<file path="src/rtl/exe_trace_streamer.sv">
// rtl/exe_trace_streamer.sv - captures retired PC/IR pairs into a FIFO and streams them as 9-byte framed records
module exe_trace_streamer #(
  parameter int          FIFO_ADDR_BITS = 4,
  parameter logic [7:0]  SYNC_BYTE      = 8'hA5
) (
  input  logic                      clk,
  input  logic                      reset,
  input  logic                      exe_enable,
  input  logic [31:0]               PC_in,
  input  logic [31:0]               IR_in,
  input  logic                      trace_enable,
  input  logic                      clear_in,
  output logic [7:0]                out_data,
  output logic                      out_valid,
  input  logic                      out_ready,
  output logic                      overflow_flag,
  output logic [15:0]               drop_count,
  output logic [FIFO_ADDR_BITS:0]   fifo_count
);

  localparam int DEPTH = 1 << FIFO_ADDR_BITS;

  typedef enum logic [1:0] {S_IDLE, S_SYNC, S_PC, S_IR} state_t;

  state_t                  r_state, w_state_nxt;
  logic [63:0]             r_mem [DEPTH];
  logic [FIFO_ADDR_BITS:0] r_wr_ptr, r_rd_ptr;
  logic [63:0]             r_shift, w_shift_nxt;
  logic [7:0]              r_data, w_data_nxt;
  logic                    r_valid, w_valid_nxt;
  logic [1:0]              r_idx, w_idx_nxt;
  logic                    r_ovf;
  logic [15:0]             r_drop;

  logic w_empty, w_full, w_xfer, w_pop, w_push, w_drop;

  // Pointers carry an extra wrap bit so full and empty are distinguishable
  assign w_empty = (r_wr_ptr == r_rd_ptr);
  assign w_full  = (r_wr_ptr[FIFO_ADDR_BITS] != r_rd_ptr[FIFO_ADDR_BITS]) &&
                   (r_wr_ptr[FIFO_ADDR_BITS-1:0] == r_rd_ptr[FIFO_ADDR_BITS-1:0]);
  assign w_xfer  = r_valid & out_ready;
  // A pop in the same cycle frees a slot, so a full FIFO can still accept
  assign w_push  = exe_enable & trace_enable & (~w_full | w_pop);
  assign w_drop  = exe_enable & trace_enable & w_full & ~w_pop;

  assign out_data      = r_data;
  assign out_valid     = r_valid;
  assign overflow_flag = r_ovf;
  assign drop_count    = r_drop;
  assign fifo_count    = r_wr_ptr - r_rd_ptr;

  // Record storage; contents need no reset because pointers define validity
  always_ff @(posedge clk) begin
    if (w_push) r_mem[r_wr_ptr[FIFO_ADDR_BITS-1:0]] <= {PC_in, IR_in};
  end

  // FIFO pointers and drop accounting
  always_ff @(posedge clk or posedge reset) begin
    if (reset) begin
      r_wr_ptr <= '0;
      r_rd_ptr <= '0;
      r_ovf    <= 1'b0;
      r_drop   <= '0;
    end else begin
      if (w_push) r_wr_ptr <= r_wr_ptr + 1'b1;
      if (w_pop)  r_rd_ptr <= r_rd_ptr + 1'b1;
      if (clear_in) begin
        r_ovf  <= 1'b0;
        r_drop <= '0;
      end else if (w_drop) begin
        r_ovf <= 1'b1;
        if (r_drop != 16'hFFFF) r_drop <= r_drop + 16'd1;
      end
    end
  end

  // Serializer state and output registers
  always_ff @(posedge clk or posedge reset) begin
    if (reset) begin
      r_state <= S_IDLE;
      r_shift <= '0;
      r_data  <= '0;
      r_valid <= 1'b0;
      r_idx   <= '0;
    end else begin
      r_state <= w_state_nxt;
      r_shift <= w_shift_nxt;
      r_data  <= w_data_nxt;
      r_valid <= w_valid_nxt;
      r_idx   <= w_idx_nxt;
    end
  end

  // Next-state: the shifter's top byte is always the next payload byte to present
  always_comb begin
    w_state_nxt = r_state;
    w_shift_nxt = r_shift;
    w_data_nxt  = r_data;
    w_valid_nxt = r_valid;
    w_idx_nxt   = r_idx;
    w_pop       = 1'b0;
    case (r_state)
      S_IDLE: begin
        if (!w_empty) begin
          w_pop       = 1'b1;
          w_shift_nxt = r_mem[r_rd_ptr[FIFO_ADDR_BITS-1:0]];
          w_data_nxt  = SYNC_BYTE;
          w_valid_nxt = 1'b1;
          w_state_nxt = S_SYNC;
        end
      end
      S_SYNC: begin
        if (w_xfer) begin
          w_data_nxt  = r_shift[63:56];
          w_shift_nxt = r_shift << 8;
          w_idx_nxt   = 2'd0;
          w_state_nxt = S_PC;
        end
      end
      S_PC: begin
        if (w_xfer) begin
          w_data_nxt  = r_shift[63:56];
          w_shift_nxt = r_shift << 8;
          w_idx_nxt   = r_idx + 2'd1;
          if (r_idx == 2'd3) w_state_nxt = S_IR;
        end
      end
      S_IR: begin
        if (w_xfer) begin
          if (r_idx == 2'd3) begin
            w_idx_nxt = 2'd0;
            if (!w_empty) begin
              // back-to-back record: no idle cycle between frames
              w_pop       = 1'b1;
              w_shift_nxt = r_mem[r_rd_ptr[FIFO_ADDR_BITS-1:0]];
              w_data_nxt  = SYNC_BYTE;
              w_state_nxt = S_SYNC;
            end else begin
              w_valid_nxt = 1'b0;
              w_state_nxt = S_IDLE;
            end
          end else begin
            w_data_nxt  = r_shift[63:56];
            w_shift_nxt = r_shift << 8;
            w_idx_nxt   = r_idx + 2'd1;
          end
        end
      end
      default: w_state_nxt = S_IDLE;
    endcase
  end

endmodule

</file>
<file path="config.mk">
export PLATFORM = sky130hd
export DESIGN_NAME = exe_trace_streamer
export DESIGN_NICKNAME = d
export VERILOG_FILES = /design/src/rtl/exe_trace_streamer.sv
export SDC_FILE = /design/constraint.sdc
export NUM_CORES = 1
export LEC_CHECK = 0
export BUFFER_PORTS_ARGS = -buffer_cell sky130_fd_sc_hd__buf_2
export CAP_MARGIN = 40
export CORE_MARGIN = 5
export CORE_UTILIZATION = 50
export DETAILED_ROUTE_END_ITERATION = 16
export PLACE_DENSITY = 0.64
export SYNTH_ARGS = -nofsm -noshare
export SYNTH_HDL_FRONTEND = slang
export SYNTH_SLANG_ARGS = --single-unit
export TNS_END_PERCENT = 1
</file>
<file path="constraint.sdc">
create_clock -name clk -period 9.9 [get_ports clk]
set_input_delay 0.99 -clock clk [delete_from_list [all_inputs] [get_ports clk]]
set_output_delay 0.99 -clock clk [all_outputs]
set_load 0.1 [all_outputs]
</file>
==> flow_metrics.env <==
export IMPL_grt_overflow_total=0
export IMPL_worstReg2RegEnd="r_mem[4][60]"
export IMPL_syn_inst=2214
export IMPL_fin_setup_tns_ns=0
export IMPL_reg2reg_slack_ns=5.09
export IMPL_cts_max_level=3
export IMPL_tightest_slew_ns=1.167
export IMPL_ios=101
export IMPL_reg2reg_depth=9
export IMPL_clk_insertion_delay_late_ns=0.69
export IMPL_critPathBufInv=3
export IMPL_cp_max_fo=35
export IMPL_dr_pass1_iters=6
export IMPL_drv_cap=0
export IMPL_layout_commonest_cell="edfxtp_1"
export IMPL_cp_common_cell="buf_4"
export IMPL_max_stage_delay_ns=0.69
export IMPL_period_needed_ns=4.807
export IMPL_port_buffers=100
export IMPL_drv_slew=0
export IMPL_slew_headroom_pct=22.21
export IMPL_die_area_um2=93740
export IMPL_ctsResizeCount=0
export IMPL_antenna_found_initial=11
export IMPL_post_dp_hpwl_um=55670
export IMPL_synth_largest_area_cell="edfxtp_1"
export IMPL_final_nets=2450
export IMPL_drtIter0Drc=2449
export IMPL_via_per_inst=6.170
export IMPL_cts_tree="yes"
export IMPL_synth_edff_count=1024
export IMPL_finalCritPeriodShare_pct=48.56
export IMPL_startpoint_type="flop"
export IMPL_cts_made_buffers=112
export IMPL_hold_ws_ns=0.3828
export IMPL_synthArstFlopShare_pct=9.220
export IMPL_yosysSeqAreaShare_pct=76.04
export IMPL_critPathArrivalTime_ns=5.10
export IMPL_clk_pin_slew_worst_paths_ns=0.06
export IMPL_synthFlopType="edfxtp_1"
export IMPL_hp_class="in2async"
export IMPL_row_count=108
export IMPL_finClkSkew_ns=0.02009
export IMPL_track_usage_pct=22.02
export IMPL_setup_viol=0
export IMPL_die_x_um=306.2
export IMPL_drc=0
export IMPL_synth_top_area_share_pct=70.11
export IMPL_post_cts_setup_buffers=0
export IMPL_required_ns=10.20
export IMPL_status="finished clean"
export IMPL_fin_area_um2=49680
export IMPL_fin_ws_ns=5.093
export IMPL_ys_seq_elements=1128
export IMPL_syn_num_nets=2301
export IMPL_leakagePower_nw=16.53
export IMPL_ctsHoldBuffers=0
export IMPL_r2r_start="r_rd_ptr[2]"
export IMPL_n_fill_cell=6375
export IMPL_synth_distinct_cells=50
export IMPL_wl_per_cell_um=28.71
export IMPL_synthToLayoutAreaGrowth_pct=13.27
export IMPL_avgSynthCellArea_um2=19.81
export IMPL_finalHoldViolCount=0
export IMPL_gp_congestion=0.8255
export IMPL_place_area_um2=45950
export IMPL_grt_pass1_wl_um=154300
export IMPL_yosysWarnings=0
export IMPL_vias=22330
export IMPL_drive_gt1_share_pct=23.04
export IMPL_ir_drop_v=0.0006341
export IMPL_initial_core_util_pct=50.48
export IMPL_cts_root_buffer="clkbuf_16"
export IMPL_stdcell_count=3619
export IMPL_criticalPathCategory="reg2reg"
export IMPL_endpoint_kind="flop"
export IMPL_max_freq_ghz=0.2080
export IMPL_ys_top_cells_by_area="edfxtp_1 70%, mux4_2 9.3%, dfrtp_1 5.9%, mux2i_1 5.1%, o22ai_1 1.1%"
export IMPL_grt_pass1_vias=23080
export IMPL_cpMaxStageDelayCell="inv_1"
export IMPL_grt_max_degree=148
export IMPL_power_density_nw_per_um2=282.7
export IMPL_clock_path_buffers=3
export IMPL_syn_cell_area_um2=43860
export IMPL_cts_sinks=1128
export IMPL_rsz0062_at_grt="no"
export IMPL_coreArea_um2=86890
export IMPL_dp_slack_ns=5.091
export IMPL_wl_um=103900
export IMPL_path_delay_family="buffers and inverters"
export IMPL_path_depth=9
export IMPL_dp_cells=3404
export IMPL_ant_nets=0
export IMPL_cp_cell_sequence="inv_1, ha_1, and4_1, o211ai_1, and2_1, nand2_1, nor2_4, buf_4, buf_4"
export IMPL_mostFrequentLayoutCells="1,024 x edfxtp_1, 223 x mux2i_1, 182 x mux4_2, 113 x clkbuf_16, 101 x buf_2"
export IMPL_die_h_um=306.2
==> metal layers <==
layer	up-vias	part of all wire [%]	global-route usage [%]
li1	9418	-	-
met1	11830	42	31.42
met2	917	48	35.16
met3	162	7.9	4.694
met4	8	2.4	5.987
met5	-	0.058	0
==> cell usage after synthesis, types with 2 or more instances <==
cell type / number
edfxtp_1: 1024
mux2i_1: 223
mux4_2: 182
dfrtp_1: 104
nor2_1: 78
o22ai_1: 75
clkbuf_1: 61
o21ai_1: 56
o21ai_0: 41
nor4_1: 38
a22oi_1: 37
buf_2: 27
nand2_1: 26
buf_4: 20
inv_1: 20
mux2_2: 20
a222oi_1: 19
xnor2_1: 17
a21oi_1: 16
ha_1: 16
buf_6: 12
nand3_1: 12
nand4_1: 9
a211oi_1: 8
o221ai_1: 8
buf_1: 7
a21o_1: 6
nor3_1: 6
a22o_1: 5
and3_1: 5
and2_1: 4
o211ai_1: 4
and4_1: 3
xor2_1: 3
a2111oi_0: 2
nand2b_1: 2
nor2b_1: 2
nor3_2: 2
o2bb2ai_1: 2
or3_1: 2
==> logic make-up (layout without fill, tap and decap cells) <==
kind of cell,after synthesis,count (layout),synth area share [%]
DFF,1128,1128,76.04
muxes,426,426,14.97
AOI/OAI and AO/OA,283,283,4.194
and+or+nand+nor,192,192,2.137
buffers and inverters,147,394,1.712
xor gates and xnor gates,21,21,0.4365
adders and majority gates,17,17,0.5021
other,0,3,0
==> sequential cells by signal (all words and copies together), names as in the netlist <==
name and count:
drop_count 16, out_data 8, out_valid 1, overflow_flag 1, r_idx 2, r_mem 1024
r_rd_ptr 5, r_shift 64, r_state 2, r_wr_ptr 5
==> cell type report <==
type	instances	area [um^2]	area share [%]
Sequential cell	1128	33360	67.16
Timing Repair Buffer	162	1156	2.327
Tap cell	1155	1445	2.909
Clock inverter	69	708.2	1.426
Clock buffer	143	3010	6.060
Multi-Input combinational cell	939	9910	19.95
Inverter	20	77.57	0.1562
Antenna cell	3	7.507	0.01511
==> metrics by stage <==
stage / util, % / power (mW)
after floorplan: - / 8.740
after global placement: 52.63 / 9.803
after detailed placement: 52.89 / 9.913
after CTS: 57.17 / 14.15
after global routing: 57.17 / 14.61
final: 57.18 / 14.04
==> worst max path at each step <==
| stage | startpoint | slack, ns | to |
|---|---|---|---|
| after floorplan | r_rd_ptr[1] | 2.54 | r_mem[0][0] |
| after global placement | r_rd_ptr[2] | 5.10 | r_mem[5][17] |
| after detailed placement | r_rd_ptr[2] | 5.09 | r_mem[4][7] |
| after CTS | r_rd_ptr[2] | 5.08 | r_mem[4][60] |
| after global routing | r_rd_ptr[2] | 4.99 | r_mem[4][2] |
| final | r_rd_ptr[2] | 5.09 | r_mem[4][60] |
==> report_power, final <==
part	internal [mW]	switching, mW	total (mW)
clock network	2.47	1.77	4.24
registers	5.53	0.282	5.82
logic	1.55	2.44	3.99
No activity file was read; power rests on OpenSTA's default activity.
